==> config.mk <==
export PLATFORM = sky130hd
export DESIGN_NAME = pong_game_ctrl
export DESIGN_NICKNAME = d
export VERILOG_FILES = /design/src/rtl/pong_game_ctrl.sv
export SDC_FILE = /design/constraint.sdc
export NUM_CORES = 1
export LEC_CHECK = 0
export CAP_MARGIN = 10
export CORE_ASPECT_RATIO = 2
export CORE_MARGIN = 10
export CORE_UTILIZATION = 53
export DETAILED_ROUTE_END_ITERATION = 6
export PLACE_DENSITY = 0.94
export SETUP_SLACK_MARGIN = 0.05
export SYNTH_ARGS = -nofsm -noshare
export SYNTH_HDL_FRONTEND = slang
export SYNTH_SLANG_ARGS = --single-unit
==> constraint.sdc <==
create_clock -name clk -period 3.6 [get_ports clk]
set_clock_uncertainty 0.05 [all_clocks]
set_input_delay 0.36 -clock clk [delete_from_list [all_inputs] [get_ports clk]]
set_output_delay 0.36 -clock clk [all_outputs]
set_load 0.005 [all_outputs]
==> src/rtl/pong_game_ctrl.sv <==
// pong_game_ctrl: game-flow sequencer for the pong datapath.
// Gates ball/paddle movement, holds the ball at centre while serving,
// tracks both players' scores and declares the winner.
// Optional build macro PONG_PAUSE_EN adds a level-sensitive pause input
// and a paused status output.

module pong_game_ctrl #(
    parameter int WIN_SCORE   = 7,
    parameter int SERVE_TICKS = 32,
    parameter int POINT_TICKS = 16
) (
    input  logic        clk,
    input  logic        rst,
    input  logic        tick,
    input  logic        start,
    input  logic        miss_l,
    input  logic        miss_r,
    output logic        ball_en,
    output logic        ball_rst,
    output logic        serve_dir,
    output logic [3:0]  score_p1,
    output logic [3:0]  score_p2,
    output logic [15:0] score,
    output logic        game_over,
    output logic        winner,
    output logic [2:0]  state_dbg
`ifdef PONG_PAUSE_EN
    ,
    input  logic        pause,
    output logic        paused
`endif
);

    // The delay counter must hold the larger of the two hold times.
    localparam int MAX_TICKS = (SERVE_TICKS > POINT_TICKS) ? SERVE_TICKS : POINT_TICKS;
    localparam int CW        = $clog2(MAX_TICKS) + 1;

    localparam logic [CW-1:0] SERVE_LOAD = CW'(SERVE_TICKS);
    localparam logic [CW-1:0] POINT_LOAD = CW'(POINT_TICKS);
    localparam logic [CW-1:0] CNT_ONE    = CW'(1);
    localparam logic [3:0]    WIN        = 4'(WIN_SCORE);

    typedef enum logic [2:0] {
        IDLE  = 3'd0,
        SERVE = 3'd1,
        PLAY  = 3'd2,
        POINT = 3'd3,
        OVER  = 3'd4
    } state_t;

    state_t        state;
    logic [CW-1:0] cnt;
    logic          start_q;
    logic          start_pulse;
    logic          pause_hold;
    logic [3:0]    p1_inc;
    logic [3:0]    p2_inc;

    assign start_pulse = start & ~start_q;
    assign p1_inc      = score_p1 + 4'd1;
    assign p2_inc      = score_p2 + 4'd1;

`ifdef PONG_PAUSE_EN
    assign pause_hold = pause && ((state == SERVE) || (state == PLAY) || (state == POINT));
`else
    assign pause_hold = 1'b0;
`endif

    assign score     = {4'h0, score_p1, 4'h0, score_p2};
    assign state_dbg = state;

    // Game FSM: state, counter, scores and all registered outputs move together.
    always_ff @(posedge clk) begin
        if (rst) begin
            state     <= IDLE;
            cnt       <= '0;
            start_q   <= 1'b0;
            score_p1  <= 4'd0;
            score_p2  <= 4'd0;
            ball_en   <= 1'b0;
            ball_rst  <= 1'b1;
            serve_dir <= 1'b0;
            game_over <= 1'b0;
            winner    <= 1'b0;
`ifdef PONG_PAUSE_EN
            paused    <= 1'b0;
`endif
        end else begin
            start_q <= start;
            if (pause_hold) begin
                ball_en <= 1'b0;
`ifdef PONG_PAUSE_EN
                paused  <= 1'b1;
`endif
            end else begin
`ifdef PONG_PAUSE_EN
                paused <= 1'b0;
`endif
                case (state)
                    IDLE: begin
                        ball_en  <= 1'b0;
                        ball_rst <= 1'b1;
                        if (start_pulse) begin
                            score_p1 <= 4'd0;
                            score_p2 <= 4'd0;
                            cnt      <= SERVE_LOAD;
                            state    <= SERVE;
                        end
                    end

                    SERVE: begin
                        if (tick) begin
                            if (cnt == CNT_ONE) begin
                                state    <= PLAY;
                                ball_en  <= 1'b1;
                                ball_rst <= 1'b0;
                            end else begin
                                cnt <= cnt - CNT_ONE;
                            end
                        end
                    end

                    PLAY: begin
                        ball_en <= 1'b1;
                        if (miss_l && miss_r) begin
                            cnt      <= SERVE_LOAD;
                            state    <= SERVE;
                            ball_en  <= 1'b0;
                            ball_rst <= 1'b1;
                        end else if (miss_r) begin
                            score_p1  <= p1_inc;
                            serve_dir <= 1'b1;
                            ball_en   <= 1'b0;
                            if (p1_inc == WIN) begin
                                state     <= OVER;
                                game_over <= 1'b1;
                                winner    <= 1'b0;
                                ball_rst  <= 1'b1;
                            end else begin
                                cnt      <= POINT_LOAD;
                                state    <= POINT;
                                ball_rst <= 1'b0;
                            end
                        end else if (miss_l) begin
                            score_p2  <= p2_inc;
                            serve_dir <= 1'b0;
                            ball_en   <= 1'b0;
                            if (p2_inc == WIN) begin
                                state     <= OVER;
                                game_over <= 1'b1;
                                winner    <= 1'b1;
                                ball_rst  <= 1'b1;
                            end else begin
                                cnt      <= POINT_LOAD;
                                state    <= POINT;
                                ball_rst <= 1'b0;
                            end
                        end
                    end

                    POINT: begin
                        if (tick) begin
                            if (cnt == CNT_ONE) begin
                                cnt      <= SERVE_LOAD;
                                state    <= SERVE;
                                ball_rst <= 1'b1;
                            end else begin
                                cnt <= cnt - CNT_ONE;
                            end
                        end
                    end

                    OVER: begin
                        ball_en  <= 1'b0;
                        ball_rst <= 1'b1;
                        if (start_pulse) begin
                            score_p1  <= 4'd0;
                            score_p2  <= 4'd0;
                            game_over <= 1'b0;
                            cnt       <= SERVE_LOAD;
                            state     <= SERVE;
                        end
                    end

                    default: begin
                        state     <= IDLE;
                        cnt       <= '0;
                        ball_en   <= 1'b0;
                        ball_rst  <= 1'b1;
                        game_over <= 1'b0;
                    end
                endcase
            end
        end
    end

endmodule

==> results.toml, run 1 <==
[synth]
synth-async-reset-ratio_pct = 0
netlist-cell-type-count = 52
synth_top_area_share_pct = 29.6
netlist_instances = 187
synth_top_flop_cell = "dfxtp_1"
synth_edf_count = 0
synth.area.top_cells = "dfxtp_1 (30%), buf_4 (8.2%), ha_1 (8.0%)"
ys_seq_area_share_pct = 29.6
synth-seq-cells = 23
yosysTopAreaCell = "dfxtp_1"
postSynthAreaPerCell_um2 = 8.33
synth_warnings = 0
synth_area_um2 = 1560

[floorplanning]
die-area_um2 = 5640
rows = 27
core_area_um2 = 2800
die_h_um = 96.7
start_util_pct = 55.6
ios = 38
die_x_um = 58.3

[timing]
rsz0062_at_grt = "false"
worst_pin_slew_ns = 0.654
clock.fmax_mhz = 417
drv_slew = 0
finalHoldViolCount = 0
tns_ns = 0
fin_crit_sh_pct = 66.7
period_minus_slack_ns = 2.40
relSlewSlack_pct = 55.8
setup_slack_ns = 1.20
setup_viol = 0

[clock_network]
cts_max_path_buffers = 2
cts_buffers = 3
ctsResizeCount = 0
clk_pin_slew_worst_paths_ns = 0.08
post_cts_buffers = 0
cts.sinks = 23
h-tree-depth = 1
cts_root_buf = "clkbuf_8"
cts_tree = "done"
clock_latency_ns = 0.27
postCtsHoldBufs = 0

[drt]
avgViaCountPerCell = 6.06
drt-met1-wl_um = 1300
drc = 0
wl_met2_um = 2130
dr.pass1.iters = 4
wire_per_inst_um = 16.2
top_layer_used = "met4"
wirelength_um = 3770
wl_met3_um = 249
vias = 1412
drt_iter0_markers = 32
ant_nets = 0

[worst_setup_path]
crit_arrival_ns = 2.52
startpoint_type = "input pin"
critical_path.max_stage_delay_ns = 0.68
endpoint_kind = "flop"
critPathTopFamily = "compound AO/OA/AOI/OAI gates"
critPathKind = "in2reg"
path_buf_inv = 1
crit_chain = "clkdlybuf4s50_1, ha_1, nor4b_4, nand2_2, o211ai_2, a211oi_4, o311a_1, nor3_2"
cpMaxStageDelayCell = "clkdlybuf4s50_1"
crit_fanout = 12
worstPathRequired_ns = 3.72

[final_layout]
nFillCells = 249
final_common_cell = "clkdlybuf4s50_1"
drive_above_1_share_pct = 9.31
mostFrequentLayoutCells = "clkdlybuf4s50_1 (29), dfxtp_1 (23), nor2_1 (22)"
final_core_util_pct = 64.2
fin_nets = 221
n_antenna_cell = 0
syn_to_final_growth_pct = 15.5

[global_route]
gr-total-overflow = 0
grt_start_max_net_pins = 16
grt_pass1_wl_um = 6520
grt_usage_pct = 13.4
grt_pass1_vias = 1408
antenna_found_initial = 0

[placement]
dp_hpwl_um = 2910
gp_congestion = 0.943
io_buffers = 29
pre_cts_slack_ns = 0.922

[status]
status = "completed"

[power]
leakagePower_nw = 0.719
powerDensity_nw_per_um2 = 536
vdd_drop_max_mv = 0.443

[min_path]
holdCritPathClass = "reg2reg"

[run]
maxCapViolations = 0
[cells by family (layout without fill, tap and decap cells)]
group	count (synthesis)	after routing	synth area share, %
other	1	8	0.241
multiplexers	1	1	0.643
adder cells (fa/ha/maj)	10	10	8.03
buffers and inverters	34	44	12.9
AO/OA/AOI/OAI	43	43	21.0
XOR/XNOR	4	4	2.25
flip-flops	23	23	29.6
AND/OR/NAND/NOR	71	71	25.3
[synth_stat cells (all sizes together) (2+ instances only)]
| library cell | n |
|---|---|
| dfxtp | 23 |
| nor3 | 5 |
| a211oi | 6 |
| nand3b | 3 |
| o2111a | 2 |
| o211ai | 2 |
| or3 | 4 |
| a221oi | 2 |
| nand2b | 5 |
| a31oi | 4 |
| nor4b | 2 |
| and2 | 2 |
| clkbuf | 3 |
| nand3 | 11 |
| nor2 | 23 |
| nor2b | 2 |
| buf | 21 |
| nand2 | 9 |
| o31ai | 2 |
| o21ai | 8 |
| a21oi | 10 |
| ha | 10 |
| xor2 | 4 |
| inv | 10 |
[routing by layer]
| layer | GRT usage [%] | vias to the layer above |
|---|---|---|
| met3 | 3.79 | 11 |
| met5 | 0 | - |
| met4 | 5.62 | 0 |
| li1 | - | 669 |
| met2 | 24.2 | 53 |
| met1 | 13.3 | 679 |
[final cells by class]
cell class / count / area (um2) / area share, %
Clock buffer: 4 / 45.0 / 2.50
Multi-Input combinational cell: 137 / 922 / 51.3
Timing Repair Buffer: 30 / 298 / 16.6
Sequential cell: 23 / 460 / 25.6
Tap cell: 29 / 36.3 / 2.02
Inverter: 10 / 37.5 / 2.09
[sequential cells by signal, indices dropped and copies added, names as in the netlist]
register and flops:
ball_rst 1, game_over 1, serve_dir 1, score_p1 4, cnt 6, winner 1, score_p2 4, state_dbg 3
start_q 1, ball_en 1
[worst reg2reg max path, stage by stage, from the launching register on]
cell	delay, ns
dfxtp_1	0.47
ha_1	0.26
a21oi_1	0.05
a21o_1	0.20
o211a_1	0.24
a211oi_4	0.51
o311a_1	0.27
nor3_2	0.04
[final timing paths]
check             slack, ns         from        end  cells past startpoint
setup / recovery       1.20       miss_r     cnt[4]                      8
hold reg to reg        0.43    game_over  game_over                      2
setup reg to reg       1.41  score_p1[1]     cnt[4]                      7
hold / removal         0.43    game_over  game_over                      2
[where the power goes]
part           total [W]  switching, W  internal [W]
clock           0.000168     0.0000884     0.0000793
combinational   0.000425      0.000235      0.000190
sequential      0.000372     0.0000726      0.000300
[metrics by stage]
step           total power (W)  cells  area, um2  hold slack [ns]
2_1_floorplan         0.000703    194       1580            0.411
3_3_place_gp          0.000783    229       1750            0.406
5_1_grt                0.00104    233       1800            0.449
3_5_place_dp          0.000795    229       1750            0.410
4_1_cts               0.000960    233       1800            0.430
6_report              0.000965    233       1800            0.430
No activity file was read; power rests on OpenSTA's default activity.
==> run 2: changes to the inputs <==
CORE_UTILIZATION = 44   (was 53)
PLACE_DENSITY = 0.84   (was 0.94)
clock period = 2.05 ns   (was 3.6 ns; I/O delays follow)
==> results.toml, run 2 (synthesis results as in run 1) <==
[clock_network]
cts_root_buf = "clkbuf_8"
cts.sinks = 23
cts_tree = "done"
postCtsHoldBufs = 0
cts_max_path_buffers = 2
cts_buffers = 3
clock_latency_ns = 0.26
clk_pin_slew_worst_paths_ns = 0.08
h-tree-depth = 1

[worst_setup_path]
cp-startpoint = "score_p1[0]"
worstPathRequired_ns = 2.13
crit_arrival_ns = 2.05
reg2reg_setup_slack_ns = 0.08
reg2reg_to = "state_dbg[0]"
endpoint_kind = "flop"
worstReg2RegStart = "score_p1[0]"
cp-endpoint = "state_dbg[0]"
critPathKind = "reg2reg"
crit_fanout = 4
startpoint_type = "flop"
worstRegToRegCells = 7

[final_layout]
n_antenna_cell = 0
finalInstanceArea_um2 = 2040
syn_to_final_growth_pct = 31.2
largest_register_ffs = 6
drive_above_1_share_pct = 23.5
nFillCells = 294
largestRegisters = "cnt (6), score_p1 (4), score_p2 (4)"
mostFrequentLayoutCells = "clkdlybuf4s50_1 (27), buf_4 (27), nor2_1 (21)"
fin_nets = 247
largest_register = "cnt"

[timing]
setup_slack_ns = 0.0839
fin_crit_sh_pct = 95.9
finalHoldViolCount = 0
rsz0062_at_grt = "true"
hold_slack_ns = 0.360
period_minus_slack_ns = 1.97
tns_ns = 0
clock.fmax_mhz = 509
setup_viol = 0
drv_slew = 0

[global_route]
grt_pass1_vias = 1537
gr-total-overflow = 0
grt_pass1_wl_um = 6710
grt_start_max_net_pins = 15
grt_usage_pct = 13.1
antenna_found_initial = 0

[min_path]
min_from = "miss_l"
holdCritPathClass = "in2reg"

[drt]
avgViaCountPerCell = 5.40
ant_nets = 0
vias = 1501
drt_iter0_markers = 54
wire_per_inst_um = 15.0
dr.pass1.iters = 4
wirelength_um = 4170
drc = 0

[floorplanning]
core_area_um2 = 3420
die_x_um = 62.1
start_util_pct = 45.6
die-area_um2 = 6460
ios = 38
rows = 30
die_h_um = 104

[power]
vdd_drop_max_mv = 0.846
power_w = 0.00187
leakagePower_nw = 0.860
powerDensity_nw_per_um2 = 916

[placement]
placed_area_um2 = 1970
gp_congestion = 0.940
io_buffers = 29
dp_hpwl_um = 3310
pre_cts_slack_ns = -0.134

[status]
status = "completed"

[run]
maxCapViolations = 0
==> run 2: cell count changes in the layout (fill, tap and decap cells not counted), moves of 2 or more <==
cell	previous run	this run
o2111a_1	2	0
ha_1	10	8
ha_2	0	2
buf_4	1	27
clkdlybuf4s50_1	29	27
dfxtp_4	0	2
o2111a_2	0	2
dfxtp_1	23	20
dlymetal6s2s_1	0	2
==> run 2: what timing repair did <==
| action | 4_1_cts | 5_1_grt |
|---|---|---|
| endpoints found under the hold margin | 0 | 0 |
| gates resized for setup | 0 | 13 |
| setup buffers | 0 | 1 |
| endpoints found under the setup margin | 0 | 11 |
==> run 2: layer usage <==
metal  GRT usage [%]  wire length [um]  vias to the layer above
li1                -                 -                      724
met1            11.3              1410                      709
met2            24.9              2390                       50
met3            2.44               184                       18
met4            7.56               181                        0
met5               0                 0                        -
==> run 2: cell type report <==
class	count	area [um2]	area share, %
repair buffers	56	498	24.4
multi-input cells	137	935	45.7
flip-flops and latches	23	469	22.9
inverters	10	37.5	1.84
clock buffers	4	45.0	2.20
well taps	48	60.1	2.94
==> run 2: worst min path at each step <==
stage | slack (ns) | cells past startpoint | end
2_1_floorplan | 0.28 | 1 | start_q
3_3_place_gp | 0.41 | 1 | ball_rst
3_5_place_dp | 0.41 | 1 | ball_rst
4_1_cts | 0.43 | 1 | ball_rst
5_1_grt | 0.42 | 4 | score_p2[1]
6_report | 0.36 | 4 | score_p2[1]
==> run 2: report_power, final <==
part | switching (W) | internal [W]
sequential | 0.000122 | 0.000524
combinational | 0.000476 | 0.000473
clock | 0.000139 | 0.000139
==> run 2: worst max-delay path, cell delays in order (launching register included) <==
cell and delay (ns):
dfxtp_1 0.34, ha_2 0.20, nor2b_1 0.18, a21o_1 0.13, o2111a_2 0.22, nor2_2 0.07, a221oi_1 0.49, o32ai_1 0.14
==> run 2: stage by stage <==
step | util (%) | instances
floorplan | - | 194
global placement | 57.5 | 273
detailed placement | 57.5 | 273
CTS | 58.9 | 277
global route | 59.9 | 278
finish | 59.9 | 278
==> run 3: changes to the inputs <==
CORE_MARGIN = 4   (was 10)
SLEW_MARGIN = 5   (was unset)
==> results.toml, run 3 (synthesis results as in run 1) <==
[final_layout]
n_antenna_cell = 0
final_common_cell = "clkdlybuf4s50_1"
fin_nets = 249
mostFrequentLayoutCells = "clkdlybuf4s50_1 (29), buf_4 (28), dfxtp_1 (23)"
syn_to_final_growth_pct = 32.0
stdcell_count = 280
largest_register_ffs = 6
largestRegisters = "cnt (6), score_p1 (4), score_p2 (4)"
largest_register = "cnt"
nFillCells = 293
drive_above_1_share_pct = 22.8

[timing]
fin_crit_sh_pct = 93.3
finalHoldViolCount = 0
clock.fmax_mhz = 523
setup_viol = 0
rsz0062_at_grt = "true"
period_minus_slack_ns = 1.91
drv_slew = 0

[power]
powerDensity_nw_per_um2 = 937
power_w = 0.00193
leakagePower_nw = 0.853
vdd_drop_max_mv = 0.637

[placement]
dp.cells = 276
dp_hpwl_um = 3070
gp_congestion = 0.922
io_buffers = 29

[drt]
avgViaCountPerCell = 5.43
vias = 1521
wire_per_inst_um = 13.8
dr.pass1.iters = 4
wirelength_um = 3850
drt_iter0_markers = 50
drc = 0
ant_nets = 0

[floorplanning]
die-area_um2 = 4610
start_util_pct = 45.6
core_area_um2 = 3420
die_h_um = 92.1
rows = 30
ios = 38
die_x_um = 50.1

[min_path]
holdCritPathClass = "reg2reg"

[global_route]
grt_pass1_vias = 1498
grt_pass1_wl_um = 6380
antenna_found_initial = 0
grt_start_max_net_pins = 15
gr-total-overflow = 0
grt_usage_pct = 17.6

[clock_network]
cts.sinks = 23
cts_max_path_buffers = 2
clock_latency_ns = 0.28
clk_pin_slew_worst_paths_ns = 0.09
cts_tree = "done"
post_cts_buffers = 0
h-tree-depth = 1
cts_buffers = 3
postCtsHoldBufs = 0
ctsResizeCount = 0
cts_root_buf = "clkbuf_8"

[worst_setup_path]
worstPathRequired_ns = 2.20
critPathKind = "reg2reg"
cp-endpoint = "cnt[1]"
reg2reg_setup_slack_ns = 0.14
worstRegToRegCells = 8
crit_arrival_ns = 2.06
startpoint_type = "flop"
cp-startpoint = "score_p2[0]"
endpoint_kind = "flop"
worstReg2RegStart = "score_p2[0]"
reg2reg_to = "cnt[1]"
crit_fanout = 6

[status]
status = "completed"

[run]
maxCapViolations = 0
==> run 3: worst min-delay path by stage <==
stage               startpoint        to  slack (ns)  depth (start not counted)
floorplan                start   start_q        0.28                          1
global route          ball_rst  ball_rst        0.44                          1
CTS                   ball_rst  ball_rst        0.43                          1
global placement      ball_rst  ball_rst        0.40                          1
detailed placement    ball_rst  ball_rst        0.40                          1
finish                ball_rst  ball_rst        0.42                          1
==> run 3: per-layer routing <==
| layer | up-vias | routed length [um] | GRT usage (%) |
|---|---|---|---|
| met2 | 53 | 2140 | 32.9 |
| met1 | 725 | 1360 | 16.9 |
| li1 | 724 | - | - |
| met5 | - | 0 | 0 |
| met3 | 19 | 159 | 1.95 |
| met4 | 0 | 191 | 12.0 |
==> run 3: stage by stage <==
step	utilization [%]	setup WS, ns	cell area, um2	hold slack [ns]	TNS, ns
2_1_floorplan	-	0.240	1580	0.283	0
3_3_place_gp	58.2	-0.0817	1990	0.404	-0.562
3_5_place_dp	58.2	-0.151	1990	0.403	-1.44
4_1_cts	59.6	0.0795	2040	0.427	0
5_1_grt	60.2	0.0492	2060	0.441	0
6_report	60.2	0.137	2060	0.422	0
==> run 3: area by class of cell <==
cell class | count | area [um2] | share of cell area [%]
multi-input cells | 137 | 938 | 45.6
repair buffers | 58 | 512 | 24.9
flip-flops and latches | 23 | 460 | 22.4
well taps | 48 | 60.1 | 2.92
clock buffers | 3 | 41.3 | 2.01
inverters | 10 | 37.5 | 1.82
clock inverters | 1 | 7.51 | 0.365
==> run 3: critical path, cell delays in order (launching register included) <==
cell and delay [ns]:
dfxtp_1 0.41, ha_1 0.23, xor2_1 0.16, o2111a_1 0.25
and2_1 0.22, a211oi_4 0.07, buf_6 0.16, buf_4 0.13
o31ai_2 0.15
==> run 3: power by group <==
| group | internal [W] | switching (W) | total (W) | leakage [nW] |
|---|---|---|---|---|
| Sequential | 0.000526 | 0.000106 | 0.000632 | 0.187 |
| Clock | 0.000138 | 0.000161 | 0.000299 | 0.0217 |
| Combinational | 0.000505 | 0.000492 | 0.000997 | 0.644 |
| Total | 0.00117 | 0.000759 | 0.00193 | 0.853 |
